==> src/rtl/muldiv_unit.sv <==
// Iterative RV32M multiply/divide unit for the execute stage.
// One shared adder step per cycle, fixed SIZE+2 cycle latency.
module muldiv_unit #(
  parameter int SIZE = 32
) (
  input  logic            clk,
  input  logic            reset,
  input  logic            start,
  input  logic [2:0]      op,
  input  logic [SIZE-1:0] rs1,
  input  logic [SIZE-1:0] rs2,
  output logic [SIZE-1:0] result,
  output logic            busy,
  output logic            done
);

  localparam int CW = $clog2(SIZE);
  localparam logic [CW-1:0] LAST = CW'(SIZE - 1);

  typedef enum logic [1:0] {
    S_IDLE,
    S_CALC,
    S_FIX,
    S_DONE
  } state_e;

  state_e state_q, state_d;
  logic accept;

  logic [2:0]        op_q;
  logic [SIZE-1:0]   m_q;
  logic [2*SIZE-1:0] acc_q, acc_d;
  logic [CW-1:0]     cnt_q, cnt_d;
  logic              qneg_q, rneg_q, dz_q;
  logic [SIZE-1:0]   result_q, result_d;

  logic            is_div, sa, sb, an, bn, dz;
  logic [SIZE-1:0] amag, bmag;

  logic [SIZE:0] add_a, add_b, add_s;
  logic          add_cin, ge;

  logic [2*SIZE-1:0] prod;
  logic [SIZE-1:0]   quo, rem;

  // State register
  always_ff @(posedge clk) begin
    if (reset) state_q <= S_IDLE;
    else       state_q <= state_d;
  end

  // Next state and request acceptance
  always_comb begin
    state_d = state_q;
    accept  = 1'b0;
    unique case (state_q)
      S_IDLE: begin
        if (start) begin
          state_d = S_CALC;
          accept  = 1'b1;
        end
      end
      S_CALC: if (cnt_q == LAST) state_d = S_FIX;
      S_FIX:  state_d = S_DONE;
      S_DONE: begin
        if (start) begin
          state_d = S_CALC;
          accept  = 1'b1;
        end else begin
          state_d = S_IDLE;
        end
      end
      default: state_d = S_IDLE;
    endcase
  end

  // Operand signedness and magnitudes for the incoming request
  always_comb begin
    is_div = op[2];
    sa     = is_div ? ~op[0] : (op[1:0] == 2'b01 || op[1:0] == 2'b10);
    sb     = is_div ? ~op[0] : (op[1:0] == 2'b01);
    an     = sa & rs1[SIZE-1];
    bn     = sb & rs2[SIZE-1];
    amag   = an ? -rs1 : rs1;
    bmag   = bn ? -rs2 : rs2;
    dz     = is_div & (rs2 == '0);
  end

  // Shared SIZE+1 bit adder: add multiplicand or subtract divisor
  always_comb begin
    add_a   = {1'b0, acc_q[2*SIZE-1:SIZE]};
    add_b   = '0;
    add_cin = 1'b0;
    if (op_q[2]) begin
      add_a   = {1'b0, acc_q[2*SIZE-2:SIZE-1]};
      add_b   = {1'b0, ~m_q};
      add_cin = 1'b1;
    end else if (acc_q[0]) begin
      add_b = {1'b0, m_q};
    end
    add_s = add_a + add_b + {{SIZE{1'b0}}, add_cin};
    // A bit shifted out of the top means the partial
    // remainder already exceeds any SIZE-bit divisor.
    ge = acc_q[2*SIZE-1] | add_s[SIZE];
  end

  // Iteration datapath next state
  always_comb begin
    acc_d = acc_q;
    cnt_d = cnt_q;
    if (accept) begin
      acc_d = {{SIZE{1'b0}}, (is_div ? amag : bmag)};
      cnt_d = '0;
    end else if (state_q == S_CALC) begin
      cnt_d = cnt_q + 1'b1;
      if (!op_q[2])
        acc_d = {add_s, acc_q[SIZE-1:1]};
      else if (ge)
        acc_d = {add_s[SIZE-1:0], acc_q[SIZE-2:0], 1'b1};
      else
        acc_d = {acc_q[2*SIZE-2:0], 1'b0};
    end
  end

  // Sign fix and field select, captured on the FIX->DONE edge
  always_comb begin
    prod = qneg_q ? -acc_q : acc_q;
    quo  = qneg_q ? -acc_q[SIZE-1:0] : acc_q[SIZE-1:0];
    rem  = rneg_q ? -acc_q[2*SIZE-1:SIZE] : acc_q[2*SIZE-1:SIZE];
    // Divide by zero returns all ones; the remainder already
    // reconstructs rs1 since rneg follows the dividend.
    if (dz_q) quo = '1;
    result_d = result_q;
    if (state_q == S_FIX) begin
      unique case (op_q)
        3'b000:                 result_d = prod[SIZE-1:0];
        3'b001, 3'b010, 3'b011: result_d = prod[2*SIZE-1:SIZE];
        3'b100, 3'b101:         result_d = quo;
        default:                result_d = rem;
      endcase
    end
  end

  // Datapath and request registers
  always_ff @(posedge clk) begin
    if (reset) begin
      op_q     <= '0;
      m_q      <= '0;
      acc_q    <= '0;
      cnt_q    <= '0;
      qneg_q   <= 1'b0;
      rneg_q   <= 1'b0;
      dz_q     <= 1'b0;
      result_q <= '0;
    end else begin
      acc_q    <= acc_d;
      cnt_q    <= cnt_d;
      result_q <= result_d;
      if (accept) begin
        op_q   <= op;
        m_q    <= is_div ? bmag : amag;
        qneg_q <= (an ^ bn) & ~dz;
        rneg_q <= an;
        dz_q   <= dz;
      end
    end
  end

  assign result = result_q;
  assign busy   = (state_q == S_CALC) || (state_q == S_FIX);
  assign done   = (state_q == S_DONE);

endmodule

==> config.mk <==
export PLATFORM = sky130hd
export DESIGN_NAME = muldiv_unit
export DESIGN_NICKNAME = d
export VERILOG_FILES = /design/src/rtl/muldiv_unit.sv
export SDC_FILE = /design/constraint.sdc
export NUM_CORES = 1
export LEC_CHECK = 0
export CORE_MARGIN = 1
export CORE_UTILIZATION = 40
export DETAILED_ROUTE_END_ITERATION = 12
export PLACE_DENSITY_LB_ADDON = 0.12
export SETUP_SLACK_MARGIN = 0.5
export SYNTH_ARGS = -nofsm -noshare
export SYNTH_HDL_FRONTEND = slang
export SYNTH_SLANG_ARGS = --single-unit
==> constraint.sdc <==
create_clock -name clk -period 6.56 [get_ports clk]
set_input_delay 1.64 -clock clk [delete_from_list [all_inputs] [get_ports clk]]
set_output_delay 1.64 -clock clk [all_outputs]
set_load 0.01 [all_outputs]
==> qor.csv, run 1 <==
stage;metric;value;unit
synthesis;syn_nets;1941;
final_layout;antenna_cells;0;
sta;finalClockSkew;0.0126;ns
worst_setup_path;crit_start;op_q[2];
routing;vias_per_cell;6.02;
routing;drt-wirelength-per-cell;20.4;um
placement;place_area;0.0140;mm2
synthesis;synth_edf_count;0;
routing;drc;0;
synthesis;yosysMostFrequentCell;nand2_1;
min_path;min_path_type;reg -> reg;
grt;grt_pass1_vias;11800;
clock_network;clockBufferDepth;2;
worst_setup_path;cp-start-kind;flip-flop;
clock_network;cts_tree;yes;
sta;fin_setup_tns;0;ns
sta;slew_violations;0;
clock_network;cts.sinks;141;
sta;hold_viol;0;
sta;final.min_clock_period;5.35;ns
routing;routed_wl;45400;um
floorplanning;io_pins;104;
clock_network;post-cts-setup-buffer-count;0;
sta;whs;0.434;ns
routing;initialDrtViolationCount;1332;
synthesis;yosys.area.top_type;dfxtp_1;
placement;dp_hpwl;34200;um
power_and_ir_drop;leakagePower;5.29;nW
placement;io_buffers;103;
worst_setup_path;crit_family;compound AO/OA/AOI/OAI gates;
synthesis;synth-seq-cells;141;
floorplanning;die_h;182;um
sta;max_slew_margin;21.2;%
floorplanning;core;0.0316;mm2
worst_setup_path;cp_cell_sequence;buf_4, mux2_2, ha_1, o211ai_1, o211ai_1, a31oi_1, o311a_1, a31oi_1, a21o_1, a211o_1, mux2_2, a21oi_1, a211oi_1;
job;drv_cap;0;
worst_setup_path;reg2reg_to;acc_q[55];
worst_setup_path;r2r_start;op_q[2];
outcome;status;completed;
final_layout;area.growth.synth_to_final;12.7;%
clock_network;insertion_delay;0.44;ns
synthesis;synthArstFlopShare;0;%
synthesis;yosys_warnings;0;
worst_setup_path;worst-path-buf-inv;1;
sta;rsz0062_at_grt;no;
power_and_ir_drop;worst_ir_drop_vdd;255;uV
grt;grt_pass1_wl;69500;um
synthesis;synthTopCellsByArea;dfxtp_1 (22%), nand2_1 (7.6%), xnor2_1 (6.8%);
routing;drtPass1Iterations;5;
worst_setup_path;worst_ep_required_time;6.83;ns
sta;fin_ws;1.21;ns
power_and_ir_drop;powerDensity;390;mW/mm2
synthesis;yosys_most_used_dff;dfxtp_1;
clock_network;ctsResizeCount;0;
routing;vias;13400;
synthesis;syn_area;0.0129;mm2
synthesis;ys_seq_area_share;21.8;%
sta;worst_slew_pin_slew;1.18;ns
routing;antenna_left;0;
worst_setup_path;cpPeakStageDelay;0.78;ns
final_layout;finalInstanceArea;0.0146;mm2
placement;routabilityCongestion;0.941;
grt;grt_usage;27.1;%
worst_setup_path;crit_end;acc_q[55];
worst_setup_path;crit_fanout;60;
floorplanning;rows;65;
clock_network;path_clk_slew;0.06;ns
final_layout;nNetsFinal;1925;
sta;setup_violations;0;
synthesis;ys_types;77;
grt;grt_max_degree;83;
sta;max_clock_freq;0.187;GHz
worst_setup_path;cp.arrival;5.62;ns
clock_network;htreeDepth;4;
clock_network;cts_hold_buffers;0;
worst_setup_path;worst_setup_path_end_kind;flip-flop;
sta;final.period_utilization;81.5;%
synthesis;yosysTopAreaCellShare;21.8;%
worst_setup_path;r2r_cells;13;
worst_setup_path;critical_path_class;reg -> reg;
final_layout;layout-drive-gt1-share;6.43;%
floorplanning;die_area;0.0330;mm2
floorplanning;initial_utilization;40.8;%
grt;grt_antenna_before_repair;0;
clock_network;cts_buffers;17;
synthesis;netlist_instances;1826;
floorplanning;die_width;182;um
placement;pre_cts_ws;1.31;ns
worst_setup_path;crit_cells;13;
clock_network;clockRootBuffer;clkbuf_16;
worst_setup_path;r2r_slack;1.21;ns
synthesis;synth.avg_cell_area;7.08;um2
synthesis;netlist_top_cells_count;nand2_1 (261), nor2_1 (191), a21oi_1 (151), o21ai_0 (150), dfxtp_1 (141);
grt;grt_overflow_total;0;
worst_setup_path;crit_slowest_cell;a211o_1;
## metrics by stage
stage                     util, %  power (mW)  instances
after global routing         46.0        6.07       2223
after detailed placement     44.3        4.68       2193
after floorplan                 -        3.67       1826
after global placement       44.3        4.65       2193
after CTS                    46.0        5.64       2223
final                        46.0        5.68       2223
## area by class of cell
cell class / count / area (um2)
Fill cell: 3253 / 17100
Multi-Input combinational cell: 1494 / 9370
Sequential cell: 141 / 2830
Timing Repair Buffer: 125 / 1190
Tap cell: 402 / 503
Clock buffer: 20 / 467
Inverter: 31 / 116
Clock inverter: 10 / 92.6
## cells in the final DEF, fill, tap and decap left out, types with 7 or more instances in the layout
cell type	synthesis	layout
nand3_1	24	24
ha_1	43	42
clkdlybuf4s50_1	0	101
or4_1	9	9
and2_1	7	7
nand2b_1	12	11
mux2_2	30	30
nor4_1	17	17
o22ai_1	15	15
a32o_1	12	12
nand2_1	261	261
a31oi_1	10	10
a31o_2	8	8
inv_1	30	30
o211ai_1	35	35
a21oi_1	151	151
buf_4	2	22
nor3_1	41	41
nor2_1	191	189
mux2i_1	44	44
a221oi_1	16	16
xor2_1	74	74
nor2b_1	8	8
o21ai_0	150	150
a211oi_1	47	47
dfxtp_1	141	139
or3_1	18	18
o221ai_1	14	14
xnor2_1	101	101
o32ai_1	8	8
clkbuf_16	0	17
and3_1	15	15
o31ai_1	27	27
o41ai_1	9	9
a21o_1	16	16
## logic make-up (layout without fill, tap and decap cells)
logic type,count (synthesis),count (layout),share of synthesized area [%]
simple gates,631,631,21.8
mux,74,74,6.02
fa+ha+maj,45,45,4.47
xor+xnor,175,175,11.9
flops,141,141,21.8
compound gates,569,569,28.2
buf+inv,191,186,5.74
## worst min-delay path by stage
stage / slack [ns] / to / cells after the start / startpoint
finish: 0.43 / result[22] / 2 / result[22]
global route: 0.46 / result[20] / 2 / result[20]
CTS: 0.44 / result[27] / 2 / result[27]
detailed placement: 0.43 / result[27] / 2 / result[27]
global placement: 0.43 / result[20] / 2 / result[20]
floorplan: 0.44 / m_q[17] / 2 / m_q[17]
## worst register-to-register path: cells and delay by family, from the launching register on
family	cells	cell delay, ns
buf+inv	1	0.44
mux	2	0.82
compound gates	9	2.81
fa+ha+maj	1	0.35
flops	1	0.76
## flip-flops by register name, summed over array words and instances (netlist names)
name,flops
state_q,2
acc_q,64
rneg_q,1
dz_q,1
cnt_q,5
result,32
m_q,32
op_q,3
qneg_q,1
## per-layer routing
| metal | global-route usage (%) | part of all wire, % | routed length [um] |
|---|---|---|---|
| met3 | 3.19 | 6.2 | 2810 |
| met4 | 9.69 | 2.9 | 1310 |
| met5 | 0 | 0 | 0 |
| met2 | 40.6 | 43 | 19600 |
| met1 | 39.7 | 48 | 21600 |
## where the power goes
group | switching (mW) | leakage, nW | total [mW] | internal, mW
Sequential | 0.433 | 1.15 | 1.53 | 1.09
Clock | 0.410 | 0.266 | 0.956 | 0.546
Combinational | 2.02 | 3.87 | 3.20 | 1.18
Power figures use the tool's default switching activity.
==> run 2, diff against run 1 <==
Clock period 6.56 ns to 5.4 ns, I/O delays scaled along.
==> run 2 against run 1 <==
  * Hold slack worse by 0.0010 ns
  * Total power up 22%
  * First-iteration DRC count up 6.9%
  * Clock power up 26%
  * Sequential power up 20%
  * Critical path depth up 3
  * Non-clock buffer count up 6
  * Wire length up 0.82%
  * Sequential cell count unchanged
  * Critical path type unchanged
  * Largest cell class unchanged
  * Largest power group unchanged
==> qor.csv, run 2 (synthesis results as in run 1) <==
stage;metric;value;unit
outcome;status;completed;
clock_network;insertion_delay;0.45;ns
floorplanning;core;0.0316;mm2
worst_setup_path;cpPeakStageDelay;0.53;ns
final_layout;mostFrequentLayoutCells;nand2_1 (261), nor2_1 (189), a21oi_1 (151);
final_layout;final_util;46.2;%
floorplanning;die_width;182;um
power_and_ir_drop;power_frac_clock;17.2;%
final_layout;multiInputGateArea;0.00937;mm2
routing;initialDrtViolationCount;1424;
worst_setup_path;crit_family;compound AO/OA/AOI/OAI gates;
sta;hold_viol;0;
min_path;min_path_type;reg -> reg;
sta;whs;0.433;ns
final_layout;nFillCells;3185;
power_and_ir_drop;intPower;3.45;mW
final_layout;regMostFlops;acc_q;
power_and_ir_drop;p_switching;3.50;mW
final_layout;antenna_cells;0;
power_and_ir_drop;powerDensity;475;mW/mm2
placement;dp_hpwl;34900;um
sta;finalClockSkew;0.0103;ns
worst_setup_path;cp.arrival;4.95;ns
sta;setup_violations;0;
placement;dp_cells;2199;
final_layout;fin_cells;2231;
final_layout;layout-drive-gt1-share;6.72;%
min_path;hold_depth;2;
floorplanning;die_area;0.0330;mm2
clock_network;htreeDepth;4;
routing;antenna_left;0;
grt;grt_pass1_wl;71000;um
power_and_ir_drop;p_comb_share;56.4;%
clock_network;cts_tree;yes;
floorplanning;die_h;182;um
worst_setup_path;critical_path_class;reg -> reg;
power_and_ir_drop;swShare;50.4;%
floorplanning;rows;65;
grt;grt_overflow_total;0;
clock_network;clockRootBuffer;clkbuf_16;
grt;grt_antenna_before_repair;0;
placement;routabilityCongestion;0.942;
power_and_ir_drop;worst_ir_drop_vdd;239;uV
worst_setup_path;crit_cells;16;
floorplanning;io_pins;104;
sta;max_clock_freq;0.217;GHz
job;drv_cap;0;
final_layout;final_common_cell;nand2_1;
floorplanning;initial_utilization;40.8;%
power_and_ir_drop;seq_power_share;26.4;%
grt;grt_max_degree;68;
final_layout;area.growth.synth_to_final;13.2;%
sta;final.min_clock_period;4.61;ns
clock_network;cts_buffers;17;
sta;final.period_utilization;85.3;%
worst_setup_path;worst_ep_required_time;5.74;ns
routing;vias;13400;
routing;drt-wirelength-per-cell;20.5;um
placement;place_area;0.0141;mm2
worst_setup_path;worst_setup_path_end_kind;flip-flop;
grt;grt_usage;27.6;%
placement;io_buffers;103;
final_layout;nNetsFinal;1931;
clock_network;cts.sinks;141;
final_layout;largest_reg_flops;64;
sta;max_slew_margin;23.1;%
routing;drtPass1Iterations;5;
worst_setup_path;cp_cell_sequence;clkinv_1, buf_4, fa_1, inv_1, fa_1, a211oi_1, o211ai_1, a31oi_1, o311a_1, a31oi_1, a21o_1, a211o_1, buf_4, nand2_1, and3_1, o32ai_1;
grt;grt_pass1_vias;12200;
routing;routed_wl;45800;um
sta;slew_violations;0;
sta;worst_slew_pin_slew;1.15;ns
worst_setup_path;worst-path-buf-inv;4;
worst_setup_path;cp-start-kind;flip-flop;
worst_setup_path;crit_fanout;26;
clock_network;path_clk_slew;0.07;ns
routing;vias_per_cell;6.02;
sta;rsz0062_at_grt;no;
worst_setup_path;r2r_cells;16;
clock_network;clockBufferDepth;2;
worst_setup_path;crit_slowest_cell;dfxtp_4;
final_layout;finalInstanceArea;0.0146;mm2
final_layout;seqCellArea;0.00283;mm2
sta;fin_setup_tns;0;ns
routing;drc;0;
power_and_ir_drop;leakagePower;5.33;nW
==> run 2: changes by cell type in the layout (fill, tap and decap cells not counted), moves of 2 or more <==
cell,delta
buf_4,+5
clkbuf_1,+2
clkbuf_8,-3
clkinv_4,+2
==> run 2: layout make-up <==
type / count / share of cell area (%)
timing repair buffer: 131 / 8.44
sequential: 141 / 19.3
clock buffer: 19 / 2.96
tap: 402 / 3.44
inverter: 31 / 0.795
multi-input combinational: 1494 / 64.1
clock inverter: 13 / 0.975
==> run 2: path summary, 6_finish.rpt <==
path / startpoint / slack, ns / end
max: op_q[2] / 0.79 / acc_q[49]
min: result[22] / 0.43 / result[22]
max reg2reg: op_q[2] / 0.79 / acc_q[49]
min reg2reg: result[22] / 0.43 / result[22]
==> run 2: worst min-delay path: cells and delay by family, from the launching register on <==
kind,cells,cell delay [ns]
DFF,1,0.31
and+or+nand+nor,2,0.09
==> run 2: metal layers <==
metal  vias to the layer above  part of all wire (%)  wire length [um]  track usage [%]
met5                         -                     0                 0                0
met4                         0                   3.2              1440             10.8
met3                        72                   5.6              2580             3.65
met2                       501                    44             19900             42.1
met1                      6319                    48             21800             39.1
li1                       6545                     -                 -                -
==> run 2: per-stage QoR <==
| stage | power, mW | setup WS (ns) |
|---|---|---|
| 2_1_floorplan | 4.46 | 0.710 |
| 3_3_place_gp | 5.67 | 0.943 |
| 3_5_place_dp | 5.70 | 0.822 |
| 4_1_cts | 6.89 | 0.806 |
| 5_1_grt | 7.45 | 0.520 |
| 6_report | 6.95 | 0.795 |
==> run 2: timing repair <==
action,in CTS,in global routing
hold buffers,0,0
resized for setup,0,1
endpoints found under the setup margin,0,3
buffers inserted,0,0
==> run 2: power by group through the flow <==
| stage | Sequential [mW] | Combinational (mW) | Clock, mW |
|---|---|---|---|
| 4_1_cts | 1.82 | 3.86 | 1.21 |
| 2_1_floorplan | 1.56 | 2.89 | 0 |
| 3_3_place_gp | 1.84 | 3.83 | 0 |
| 6_report | 1.83 | 3.92 | 1.20 |
| 5_1_grt | 1.88 | 4.30 | 1.26 |
| 3_5_place_dp | 1.85 | 3.85 | 0 |
==> run 3, diff against run 2 <==
Settings changed: CTS_CLUSTER_SIZE set to 10.
==> results of run 3 <==
No change in the layout: final DEF, timing and power equal those of run 2.
==> RTL change: new RTL, config.mk and constraints of run 1 <==
Re-encode `state_e` (4 states) as one-hot, 4 bits wide.
--- a/src/rtl/muldiv_unit.sv
+++ b/src/rtl/muldiv_unit.sv
@@ -17,11 +17,11 @@
   localparam int CW = $clog2(SIZE);
   localparam logic [CW-1:0] LAST = CW'(SIZE - 1);
 
-  typedef enum logic [1:0] {
-    S_IDLE,
-    S_CALC,
-    S_FIX,
-    S_DONE
+  typedef enum logic [3:0] {
+    S_IDLE = 4'b0001,
+    S_CALC = 4'b0010,
+    S_FIX  = 4'b0100,
+    S_DONE = 4'b1000
   } state_e;
 
   state_e state_q, state_d;
Function: no difference found for any inputs over 4 cycles, from zero or initial values and one cycle with reset high; so few cycles prove little.
==> RTL change against run 1 <==
Setup slack gained 0.13 ns; critical endpoint is now acc_q[0]$_SDFFE_PP0P_; synthesized area shrank 0.68%; sequential share of layout area grew 0.22 points; sequential cell count is 2 higher; critical path depth grew 1; maximum frequency rose by 2.6%; routed wire length is 3.7% lower; largest cell class unchanged; cell area up 0.28%; utilization up 0.25 points; first-iteration DRC count down 6.1%; via count is 2.6% lower.
Power is not compared: it rests on default switching activity, and its combinational part moved more than twofold at a synthesized area within 25%.
==> RTL change: results (changes against run 1) <==
| Metric | Value |
|---|---|
| Total Power | `2.77 mW` |
| HPWL Detailed | `33400 microns (-2.3%)` |
| RR Endpoint | `acc_q[0]$_SDFFE_PP0P_` |
| Filler cell count | `3221 (-0.98%)` |
| FF-to-FF path depth | `14 (+1)` |
| Signal buffers | `126 (+0.80%)` |
| Via count | `13000 (-2.6%)` |
| Clock-cell share of area | `4.58% (+0.74 points)` |
| # nets final | `1876 (-2.5%)` |
| Hold slack | `0.435 ns (+0.000600 ns)` |
| Vias in the first global route | `12000 (+1.4%)` |
| Metal3 WL | `2350 microns (-16%)` |
| Main area contributors after synthesis | `dfxtp_1 (22%), o21ai_0 (7.1%), nand2_1 (6.8%)` |
| Status | `finished clean` |
| M2 GR Usage | `41.7% (+1.1 points)` |
| Fin cells | `2180 (-1.9%)` |
| GRT met3 Usage | `3.59% (+0.40 points)` |
| Post-Route Skew | `0.0104 ns (-0.00220 ns)` |
| Post-DP Area | `13900 sq um (-0.50%)` |
| Synth cell types | `74 (-3.9%)` |
| Routed length per instance | `20.1 microns (-1.8%)` |
| Sequential area share after synthesis | `22.3% (+0.46 points)` |
| R2r setup slk | `1.35 ns (+0.13 ns)` |
| Setup WS pre-CTS | `1.37 ns (+0.0526 ns)` |
| Hold Path End | `result[25]$_SDFFE_PP0P_` |
-- RTL change: how the worst max path moves through the flow --
stage,start,cells after the start,slack [ns],to
after CTS,op_q[2]$_SDFFE_PP0P_,14,1.34,acc_q[0]$_SDFFE_PP0P_
after floorplan,op_q[2]$_SDFFE_PP0P_,18,1.63,acc_q[63]$_SDFFE_PP0P_
after global placement,op_q[2]$_SDFFE_PP0P_,14,1.46,acc_q[0]$_SDFFE_PP0P_
after detailed placement,op_q[2]$_SDFFE_PP0P_,14,1.37,acc_q[0]$_SDFFE_PP0P_
final,op_q[2]$_SDFFE_PP0P_,14,1.35,acc_q[0]$_SDFFE_PP0P_
after global routing,op_q[2]$_SDFFE_PP0P_,14,0.91,acc_q[0]$_SDFFE_PP0P_
-- RTL change: cells by family after synthesis --
family / synth area share (%)
flip-flops: 22.3
adder cells (fa/ha/maj): 4.02
multiplexers: 7.21
AO/OA/AOI/OAI: 29.2
AND/OR/NAND/NOR: 19.7
XOR/XNOR: 11.8
buffers and inverters: 5.81
